--- src/rtl/fetch_decode_stage_pkg.sv ---
// Shared definitions for the fetch/decode stage: instruction field layout, opcodes, FSM states.
package fetch_decode_stage_pkg;

    localparam int unsigned FIELD_W    = 5;
    localparam int unsigned OPCODE_LSB = 27;
    localparam int unsigned RD_LSB     = 22;
    localparam int unsigned RS_LSB     = 17;
    localparam int unsigned RT_LSB     = 12;
    localparam int unsigned SHAMT_LSB  = 7;
    localparam int unsigned ALU_OP_LSB = 2;
    localparam int unsigned IMM_W      = 17;
    localparam int unsigned TARGET_W   = 27;

    localparam logic [FIELD_W-1:0] OP_RTYPE = 5'b00000;
    localparam logic [FIELD_W-1:0] OP_ADDI  = 5'b00101;
    localparam logic [FIELD_W-1:0] OP_SW    = 5'b00111;
    localparam logic [FIELD_W-1:0] OP_LW    = 5'b01000;

    typedef enum logic [1:0] {
        StBoot,
        StRun,
        StPause
    } fetch_state_e;

    function automatic logic [31:0] sext_imm(input logic [31:0] instr);
        return {{(32 - IMM_W){instr[IMM_W-1]}}, instr[IMM_W-1:0]};
    endfunction

endpackage

--- src/rtl/fetch_decode_stage_if.sv ---
// Bundle of imem, redirect, fetch control and decoded-output handshake signals.
interface fetch_decode_stage_if #(
    parameter int unsigned PC_W = 12
) ();

    logic                                        fetch_en;
    logic [PC_W-1:0]                             address_imem;
    logic [31:0]                                 q_imem;
    logic                                        redirect_valid;
    logic [PC_W-1:0]                             redirect_pc;
    logic                                        out_valid;
    logic                                        out_ready;
    logic [PC_W-1:0]                             out_pc;
    logic [fetch_decode_stage_pkg::FIELD_W-1:0]  out_opcode;
    logic [fetch_decode_stage_pkg::FIELD_W-1:0]  out_rd;
    logic [fetch_decode_stage_pkg::FIELD_W-1:0]  out_rs;
    logic [fetch_decode_stage_pkg::FIELD_W-1:0]  out_rt;
    logic [fetch_decode_stage_pkg::FIELD_W-1:0]  out_shamt;
    logic [fetch_decode_stage_pkg::FIELD_W-1:0]  out_alu_op;
    logic [31:0]                                 out_imm;
    logic [fetch_decode_stage_pkg::TARGET_W-1:0] out_target;

    modport master (
        input  fetch_en, q_imem, redirect_valid, redirect_pc, out_ready,
        output address_imem, out_valid, out_pc, out_opcode, out_rd, out_rs, out_rt,
               out_shamt, out_alu_op, out_imm, out_target
    );

    modport slave (
        output fetch_en, q_imem, redirect_valid, redirect_pc, out_ready,
        input  address_imem, out_valid, out_pc, out_opcode, out_rd, out_rs, out_rt,
               out_shamt, out_alu_op, out_imm, out_target
    );

endinterface

--- src/rtl/fetch_decode_stage_fifo.sv ---
// Synchronous FIFO with flush; flush overrides push and pop. Depth must be a power of two.
module fetch_decode_stage_fifo #(
    parameter int unsigned DataW = 44,
    parameter int unsigned Depth = 2
) (
    input  logic                       i_clk,
    input  logic                       i_rst_n,
    input  logic                       i_push,
    input  logic                       i_pop,
    input  logic                       i_flush,
    input  logic [DataW-1:0]           i_data,
    output logic [DataW-1:0]           o_data,
    output logic [$clog2(Depth):0]     o_count,
    output logic                       o_empty
);

    localparam int unsigned PtrW = $clog2(Depth);

    logic [DataW-1:0] r_mem [Depth];
    logic [PtrW-1:0]  r_wr_ptr;
    logic [PtrW-1:0]  r_rd_ptr;
    logic [PtrW:0]    r_count;

    always_ff @(posedge i_clk or negedge i_rst_n) begin
        if (!i_rst_n) begin
            r_wr_ptr <= '0;
            r_rd_ptr <= '0;
            r_count  <= '0;
        end else if (i_flush) begin
            r_wr_ptr <= '0;
            r_rd_ptr <= '0;
            r_count  <= '0;
        end else begin
            if (i_push) r_wr_ptr <= r_wr_ptr + PtrW'(1);
            if (i_pop)  r_rd_ptr <= r_rd_ptr + PtrW'(1);
            unique case ({i_push, i_pop})
                2'b10:   r_count <= r_count + (PtrW + 1)'(1);
                2'b01:   r_count <= r_count - (PtrW + 1)'(1);
                default: r_count <= r_count;
            endcase
        end
    end

    // Storage needs no reset; the head is masked by the caller while empty.
    always_ff @(posedge i_clk) begin
        if (i_push && !i_flush) r_mem[r_wr_ptr] <= i_data;
    end

    assign o_data  = r_mem[r_rd_ptr];
    assign o_count = r_count;
    assign o_empty = (r_count == '0);

endmodule

--- src/rtl/fetch_decode_stage.sv ---
// Instruction fetch + field split: PC/inflight tracking, BOOT/RUN/PAUSE FSM, buffered decode.
// Optional FETCH_PERF_CNT_EN adds pop and stall counters.
module fetch_decode_stage
    import fetch_decode_stage_pkg::*;
#(
    parameter int unsigned     PC_W       = 12,
    parameter logic [PC_W-1:0] RESET_PC   = '0,
    parameter int unsigned     FIFO_DEPTH = 2
) (
    input  logic                 i_clk,
    input  logic                 i_rst_n,
    fetch_decode_stage_if.master io_bus
`ifdef FETCH_PERF_CNT_EN
    ,
    output logic [31:0]          o_perf_fetched,
    output logic [31:0]          o_perf_stall
`endif
);

    localparam int unsigned CntW  = $clog2(FIFO_DEPTH) + 1;
    localparam int unsigned DataW = 32 + PC_W;

    fetch_state_e     r_state;
    fetch_state_e     w_state_next;
    logic [PC_W-1:0]  r_pc;
    logic             r_inflight;
    logic [PC_W-1:0]  r_inflight_pc;

    logic [CntW-1:0]  w_count;
    logic [DataW-1:0] w_head;
    logic             w_empty;
    logic             w_redirect;
    logic             w_valid;
    logic             w_push;
    logic             w_pop;
    logic             w_issue;
    logic [CntW:0]    w_occ;
    logic [31:0]      w_instr;
    logic [PC_W-1:0]  w_head_pc;

    assign w_redirect = io_bus.redirect_valid;
    assign w_valid    = ~w_empty & ~w_redirect;
    assign w_pop      = w_valid & io_bus.out_ready;
    // The word returning this cycle belongs to the old stream when redirecting.
    assign w_push     = r_inflight & ~w_redirect;
    assign w_occ      = (CntW + 1)'(w_count) + (CntW + 1)'(r_inflight) - (CntW + 1)'(w_pop);
    // fetch_en gates issue immediately; the FSM records the paused state.
    assign w_issue    = (r_state == StRun) & io_bus.fetch_en & ~w_redirect &
                        (w_occ < (CntW + 1)'(FIFO_DEPTH));

    always_comb begin
        w_state_next = r_state;
        unique case (r_state)
            StBoot:  w_state_next = StRun;
            StRun:   if (!io_bus.fetch_en) w_state_next = StPause;
            StPause: if (io_bus.fetch_en) w_state_next = StRun;
            default: w_state_next = StBoot;
        endcase
    end

    always_ff @(posedge i_clk or negedge i_rst_n) begin
        if (!i_rst_n) begin
            r_state       <= StBoot;
            r_pc          <= RESET_PC;
            r_inflight    <= 1'b0;
            r_inflight_pc <= '0;
        end else begin
            r_state    <= w_state_next;
            r_inflight <= w_issue;
            if (w_redirect) begin
                r_pc <= io_bus.redirect_pc;
            end else if (w_issue) begin
                r_pc <= r_pc + PC_W'(1);
            end
            if (w_issue) r_inflight_pc <= r_pc;
        end
    end

    fetch_decode_stage_fifo #(
        .DataW (DataW),
        .Depth (FIFO_DEPTH)
    ) u_fifo (
        .i_clk   (i_clk),
        .i_rst_n (i_rst_n),
        .i_push  (w_push),
        .i_pop   (w_pop),
        .i_flush (w_redirect),
        .i_data  ({io_bus.q_imem, r_inflight_pc}),
        .o_data  (w_head),
        .o_count (w_count),
        .o_empty (w_empty)
    );

    assign w_instr   = w_empty ? '0 : w_head[DataW-1:PC_W];
    assign w_head_pc = w_empty ? '0 : w_head[PC_W-1:0];

    assign io_bus.address_imem = r_pc;
    assign io_bus.out_valid    = w_valid;
    assign io_bus.out_pc       = w_head_pc;
    assign io_bus.out_opcode   = w_instr[OPCODE_LSB +: FIELD_W];
    assign io_bus.out_rd       = w_instr[RD_LSB +: FIELD_W];
    assign io_bus.out_rs       = w_instr[RS_LSB +: FIELD_W];
    assign io_bus.out_rt       = w_instr[RT_LSB +: FIELD_W];
    assign io_bus.out_shamt    = w_instr[SHAMT_LSB +: FIELD_W];
    assign io_bus.out_alu_op   = w_instr[ALU_OP_LSB +: FIELD_W];
    assign io_bus.out_imm      = sext_imm(w_instr);
    assign io_bus.out_target   = w_instr[TARGET_W-1:0];

`ifdef FETCH_PERF_CNT_EN
    logic [31:0] r_perf_fetched;
    logic [31:0] r_perf_stall;

    always_ff @(posedge i_clk or negedge i_rst_n) begin
        if (!i_rst_n) begin
            r_perf_fetched <= '0;
            r_perf_stall   <= '0;
        end else begin
            if (w_pop) r_perf_fetched <= r_perf_fetched + 32'd1;
            if (w_valid && !io_bus.out_ready) r_perf_stall <= r_perf_stall + 32'd1;
        end
    end

    assign o_perf_fetched = r_perf_fetched;
    assign o_perf_stall   = r_perf_stall;
`endif

endmodule

--- src/flat_wrapper.sv ---
// flat-port wrapper written by rule: the top's interface ports become plain ports
module fetch_decode_stage_flat import fetch_decode_stage_pkg::*;
#(
    parameter int unsigned     PC_W       = 12,
    parameter logic [PC_W-1:0] RESET_PC   = '0,
    parameter int unsigned     FIFO_DEPTH = 2
)
  (i_clk, i_rst_n, io_bus_fetch_en, io_bus_q_imem, io_bus_redirect_valid, io_bus_redirect_pc, io_bus_out_ready, io_bus_address_imem, io_bus_out_valid, io_bus_out_pc, io_bus_out_opcode, io_bus_out_rd, io_bus_out_rs, io_bus_out_rt, io_bus_out_shamt, io_bus_out_alu_op, io_bus_out_imm, io_bus_out_target);
  fetch_decode_stage_if #(.PC_W(PC_W)) io_bus_i ();
  input  logic i_clk;
  input  logic i_rst_n;
  input wire logic [$bits(io_bus_i.fetch_en)-1:0] io_bus_fetch_en;
  input wire logic [$bits(io_bus_i.q_imem)-1:0] io_bus_q_imem;
  input wire logic [$bits(io_bus_i.redirect_valid)-1:0] io_bus_redirect_valid;
  input wire logic [$bits(io_bus_i.redirect_pc)-1:0] io_bus_redirect_pc;
  input wire logic [$bits(io_bus_i.out_ready)-1:0] io_bus_out_ready;
  output wire logic [$bits(io_bus_i.address_imem)-1:0] io_bus_address_imem;
  output wire logic [$bits(io_bus_i.out_valid)-1:0] io_bus_out_valid;
  output wire logic [$bits(io_bus_i.out_pc)-1:0] io_bus_out_pc;
  output wire logic [$bits(io_bus_i.out_opcode)-1:0] io_bus_out_opcode;
  output wire logic [$bits(io_bus_i.out_rd)-1:0] io_bus_out_rd;
  output wire logic [$bits(io_bus_i.out_rs)-1:0] io_bus_out_rs;
  output wire logic [$bits(io_bus_i.out_rt)-1:0] io_bus_out_rt;
  output wire logic [$bits(io_bus_i.out_shamt)-1:0] io_bus_out_shamt;
  output wire logic [$bits(io_bus_i.out_alu_op)-1:0] io_bus_out_alu_op;
  output wire logic [$bits(io_bus_i.out_imm)-1:0] io_bus_out_imm;
  output wire logic [$bits(io_bus_i.out_target)-1:0] io_bus_out_target;
  assign io_bus_i.fetch_en = io_bus_fetch_en;
  assign io_bus_i.q_imem = io_bus_q_imem;
  assign io_bus_i.redirect_valid = io_bus_redirect_valid;
  assign io_bus_i.redirect_pc = io_bus_redirect_pc;
  assign io_bus_i.out_ready = io_bus_out_ready;
  assign io_bus_address_imem = io_bus_i.address_imem;
  assign io_bus_out_valid = io_bus_i.out_valid;
  assign io_bus_out_pc = io_bus_i.out_pc;
  assign io_bus_out_opcode = io_bus_i.out_opcode;
  assign io_bus_out_rd = io_bus_i.out_rd;
  assign io_bus_out_rs = io_bus_i.out_rs;
  assign io_bus_out_rt = io_bus_i.out_rt;
  assign io_bus_out_shamt = io_bus_i.out_shamt;
  assign io_bus_out_alu_op = io_bus_i.out_alu_op;
  assign io_bus_out_imm = io_bus_i.out_imm;
  assign io_bus_out_target = io_bus_i.out_target;
  fetch_decode_stage #(.PC_W(PC_W), .RESET_PC(RESET_PC), .FIFO_DEPTH(FIFO_DEPTH)) u_core (.i_clk(i_clk), .i_rst_n(i_rst_n), .io_bus(io_bus_i));
endmodule
--- config.mk ---
export PLATFORM = sky130hd
export DESIGN_NAME = fetch_decode_stage_flat
export DESIGN_NICKNAME = d
export VERILOG_FILES = /design/src/rtl/fetch_decode_stage_pkg.sv /design/src/rtl/fetch_decode_stage_if.sv /design/src/rtl/fetch_decode_stage_fifo.sv /design/src/rtl/fetch_decode_stage.sv /design/src/flat_wrapper.sv
export SDC_FILE = /design/constraint.sdc
export NUM_CORES = 1
export LEC_CHECK = 0
export CAP_MARGIN = 20
export CORE_UTILIZATION = 35
export CTS_CLUSTER_SIZE = 28
export DETAILED_ROUTE_END_ITERATION = 8
export HOLD_SLACK_MARGIN = 0.08
export SLEW_MARGIN = 20
export SYNTH_ARGS = -nofsm -noshare
export SYNTH_HDL_FRONTEND = slang
export SYNTH_SLANG_ARGS = --single-unit
--- constraint.sdc ---
create_clock -name i_clk -period 12.1 [get_ports i_clk]
set_input_delay 2.42 -clock i_clk [delete_from_list [all_inputs] [get_ports i_clk]]
set_output_delay 2.42 -clock i_clk [all_outputs]
set_load 0.02 [all_outputs]
==> impl_metrics.py <==
metrics = {
    "synth": {
        "synthesis.nets": 437,
        "synth_fa_ha_area_share_pct": 0.849,
        "synth_most_common_cell": "edfxtp_1",
        "ys_warn_count": 0,
        "synth_edf_count": 88,
        "synth_seq_cells": 119,
        "synth_cells": 385,
        "ys_seq_area_share_pct": 64.4,
        "synth_compound_area_share_pct": 2.29,
        "synth_top_area_share_pct": 49.8,
        "async_flop_share_pct": 26.1,
        "syn-cell-area_um2": 5310,
        "synthTopCellsByArea": "edfxtp_1, dfrtp_1, mux2i_1, buf_4, nor2_1",
        "synth_commonest_cells": "edfxtp_1, buf_4, nor2_1",
        "synth_top_family_by_area": "multiplexers",
        "dominantRegCellSynth": "edfxtp_1",
        "synth_top_area_cell": "edfxtp_1",
        "syn_area_per_cell_um2": 13.8,
        "synth-simple-area-share_pct": 8.96,
        "synth.area.mux_share_pct": 11.4,
        "synth_xor_area_share_pct": 2.33,
        "yosysUniqueCellTypes": 38,
    },
    "status": {
        "violations": "DRC",
        "status": "finished with violations",
    },
    "timing": {
        "hold_violations": 0,
        "worst_clock_skew_ns": 0.0160,
        "period_needed_ns": 6.28,
        "setup_tns_ns": 0,
        "setup_viol": 0,
        "rsz0062_at_grt": "no",
        "worst_pin_slew_ns": 0.951,
        "max_clock_freq_ghz": 0.159,
        "slew_violations": 0,
        "worst_slack_ns": 5.82,
        "period_share_pct": 51.9,
        "relSlewSlack_pct": 36.4,
    },
    "hold_path": {
        "hold_depth": 0,
        "hold_end": "u_core.u_fifo.r_mem[1][6]",
        "min_from": "u_core.r_inflight_pc[6]",
        "hold_class": "register to register",
    },
    "detailed_routing": {
        "antenna_left": 0,
        "dr.pass1.iters": 9,
        "drc": 34,
        "drt_wl_total_um": 10200,
        "drt_iter0_markers": 203,
        "num_vias": 3216,
        "via_per_inst": 4.61,
        "wl_per_cell_um": 14.6,
    },
    "floorplan": {
        "start_util_pct": 36.2,
        "row_count": 44,
        "coreArea_um2": 14600,
        "die_y_um": 125,
        "ios": 163,
        "dieWidth_um": 125,
        "die_area_um2": 15700,
    },
    "global_route": {
        "grt_pass1_wl_um": 16400,
        "antenna_found_initial": 0,
        "grt.busiest_layer": "met2",
        "grt_pass1_vias": 3160,
        "grt.overflow.total": 0,
        "grt_util_met3_pct": 4.36,
        "grt_use_total_pct": 13.8,
        "grt_max_degree": 45,
        "use_met2_pct": 22.0,
        "use_met1_pct": 17.2,
    },
    "setup_path": {
        "reg2reg_depth": 10,
        "cp_cell_sequence": "clkdlybuf4s50_1 > buf_4 > nor2_1 > clkdlybuf4s50_1",
        "cp_top_family": "buffers and inverters",
        "critPathSlowestCell": "clkdlybuf4s50_1",
        "timing_worst_setup_path_type": "input port to output pin",
        "crit-reg2reg-capture": "u_core.r_inflight_pc[8]",
        "path_common_cell": "clkdlybuf4s50_1",
        "r2r_slack_ns": 8.33,
        "critPathCaptureType": "output pin",
        "reg2reg_from": "u_core.u_fifo.o_count[1]",
        "cp_max_fo": 30,
        "cp_slowest_stage_delay_ns": 0.63,
        "critPathLaunchType": "input port",
        "critPathArrivalTime_ns": 3.86,
        "crit_required_ns": 9.68,
        "critPathBufInv": 3,
    },
    "layout": {
        "finalNonFillerCells": 697,
        "fillCellCount": 1253,
        "drive_above_1_share_pct": 11.7,
        "design_area_um2": 7330,
        "nets": 552,
        "utilization_pct": 50.0,
        "n_antenna_cell": 0,
        "area_growth_syn_to_layout_pct": 38.1,
    },
    "placed_design": {
        "place_area_um2": 6720,
        "place_congestion": 0.763,
        "hpwl_um": 6570,
        "io_buffer_count": 162,
        "dp_cells": 665,
        "dp_slack_ns": 5.82,
    },
    "cts": {
        "cts_tree": "done",
        "clk_path_buf_depth": 2,
        "clkSinkCount": 119,
        "h-tree-depth": 4,
        "clk_pin_slew_ns": 0.05,
        "cts.hold.buffers_added": 0,
        "clock-root-buffer": "clkbuf_16",
        "cts_resized": 0,
        "numCtsBuffers": 17,
        "clk_latency_ns": 0.41,
        "post_cts_buffers": 0,
    },
    "power_and_ir_drop": {
        "vdd_drop_max_v": 0.0000832,
        "p_leak_uw": 0.00249,
        "power.density_nw_per_um2": 174,
    },
    "run": {
        "maxCapViolations": 0,
    },
}
## state kept, by name (all words and copies together), names as in the netlist
register	flops
u_core.r_inflight	1
u_core.u_fifo.o_count	2
u_core.io_bus.address_imem	12
u_core.u_fifo.r_rd_ptr	1
u_core.u_fifo.r_mem	88
u_core.r_inflight_pc	12
u_core.r_state	2
u_core.u_fifo.r_wr_ptr	1
## where the power goes
part / switching [uW] / total, uW / internal (uW)
Combinational: 120 / 239 / 119
Sequential: 34.9 / 531 / 496
Clock: 179 / 503 / 324
## worst max-delay path by stage
stage                                      from                        end  depth (start not counted)
after global placement    io_bus_redirect_valid           io_bus_out_valid                          4
after global routing      io_bus_redirect_valid           io_bus_out_valid                          4
after floorplan           io_bus_redirect_valid  u_core.u_fifo.r_mem[0][0]                          3
final                     io_bus_redirect_valid           io_bus_out_valid                          4
after detailed placement  io_bus_redirect_valid           io_bus_out_valid                          4
after CTS                 io_bus_redirect_valid           io_bus_out_valid                          4
## through the flow
stage                     hold slack, ns  total power [uW]
final                              0.469              1270
after global routing               0.489              1330
after CTS                          0.472              1290
after detailed placement           0.457               779
after global placement             0.450               773
after floorplan                    0.438               689
## kinds of logic after synthesis
family,count (synthesis)
xor+xnor,12
fa+ha+maj,3
mux,59
compound gates,19
simple gates,96
flops,119
buf+inv,77
## layout by cell type, fill, tap and decap left out, types with 2 or more instances in the layout
master | Yosys | layout
buf_4 | 57 | 5
bufinv_16 | 0 | 3
clkbuf_16 | 0 | 17
clkdlybuf4s50_1 | 0 | 162
clkinv_2 | 0 | 3
clkinv_4 | 0 | 5
clkinvlp_4 | 0 | 3
dfrtp_1 | 31 | 30
edfxtp_1 | 88 | 88
ha_1 | 2 | 2
inv_1 | 6 | 6
mux2_2 | 12 | 12
mux2i_1 | 47 | 47
nand2_1 | 14 | 14
nand3_1 | 4 | 4
nand4_1 | 3 | 3
nor2_1 | 56 | 55
nor2b_1 | 3 | 3
nor3_1 | 3 | 2
nor4_1 | 4 | 4
nor4_4 | 2 | 2
o21ai_0 | 10 | 10
xnor2_1 | 10 | 10
## layer usage
metal / routed length, um / part of all wire (%)
met4: 64 / 0.63
met2: 4920 / 48
met3: 608 / 6.0
met5: 0 / 0
met1: 4600 / 45
## final cells by class
class	count	area [um^2]	area share [%]
repair buffers	167	1660	22.6
flip-flops and latches	119	3420	46.7
clock buffers	17	425	5.81
inverters	6	22.5	0.307
clock inverters	15	180	2.46
multi-input cells	189	1390	19.0
well taps	184	230	3.14
No activity file was read; power rests on OpenSTA's default activity.
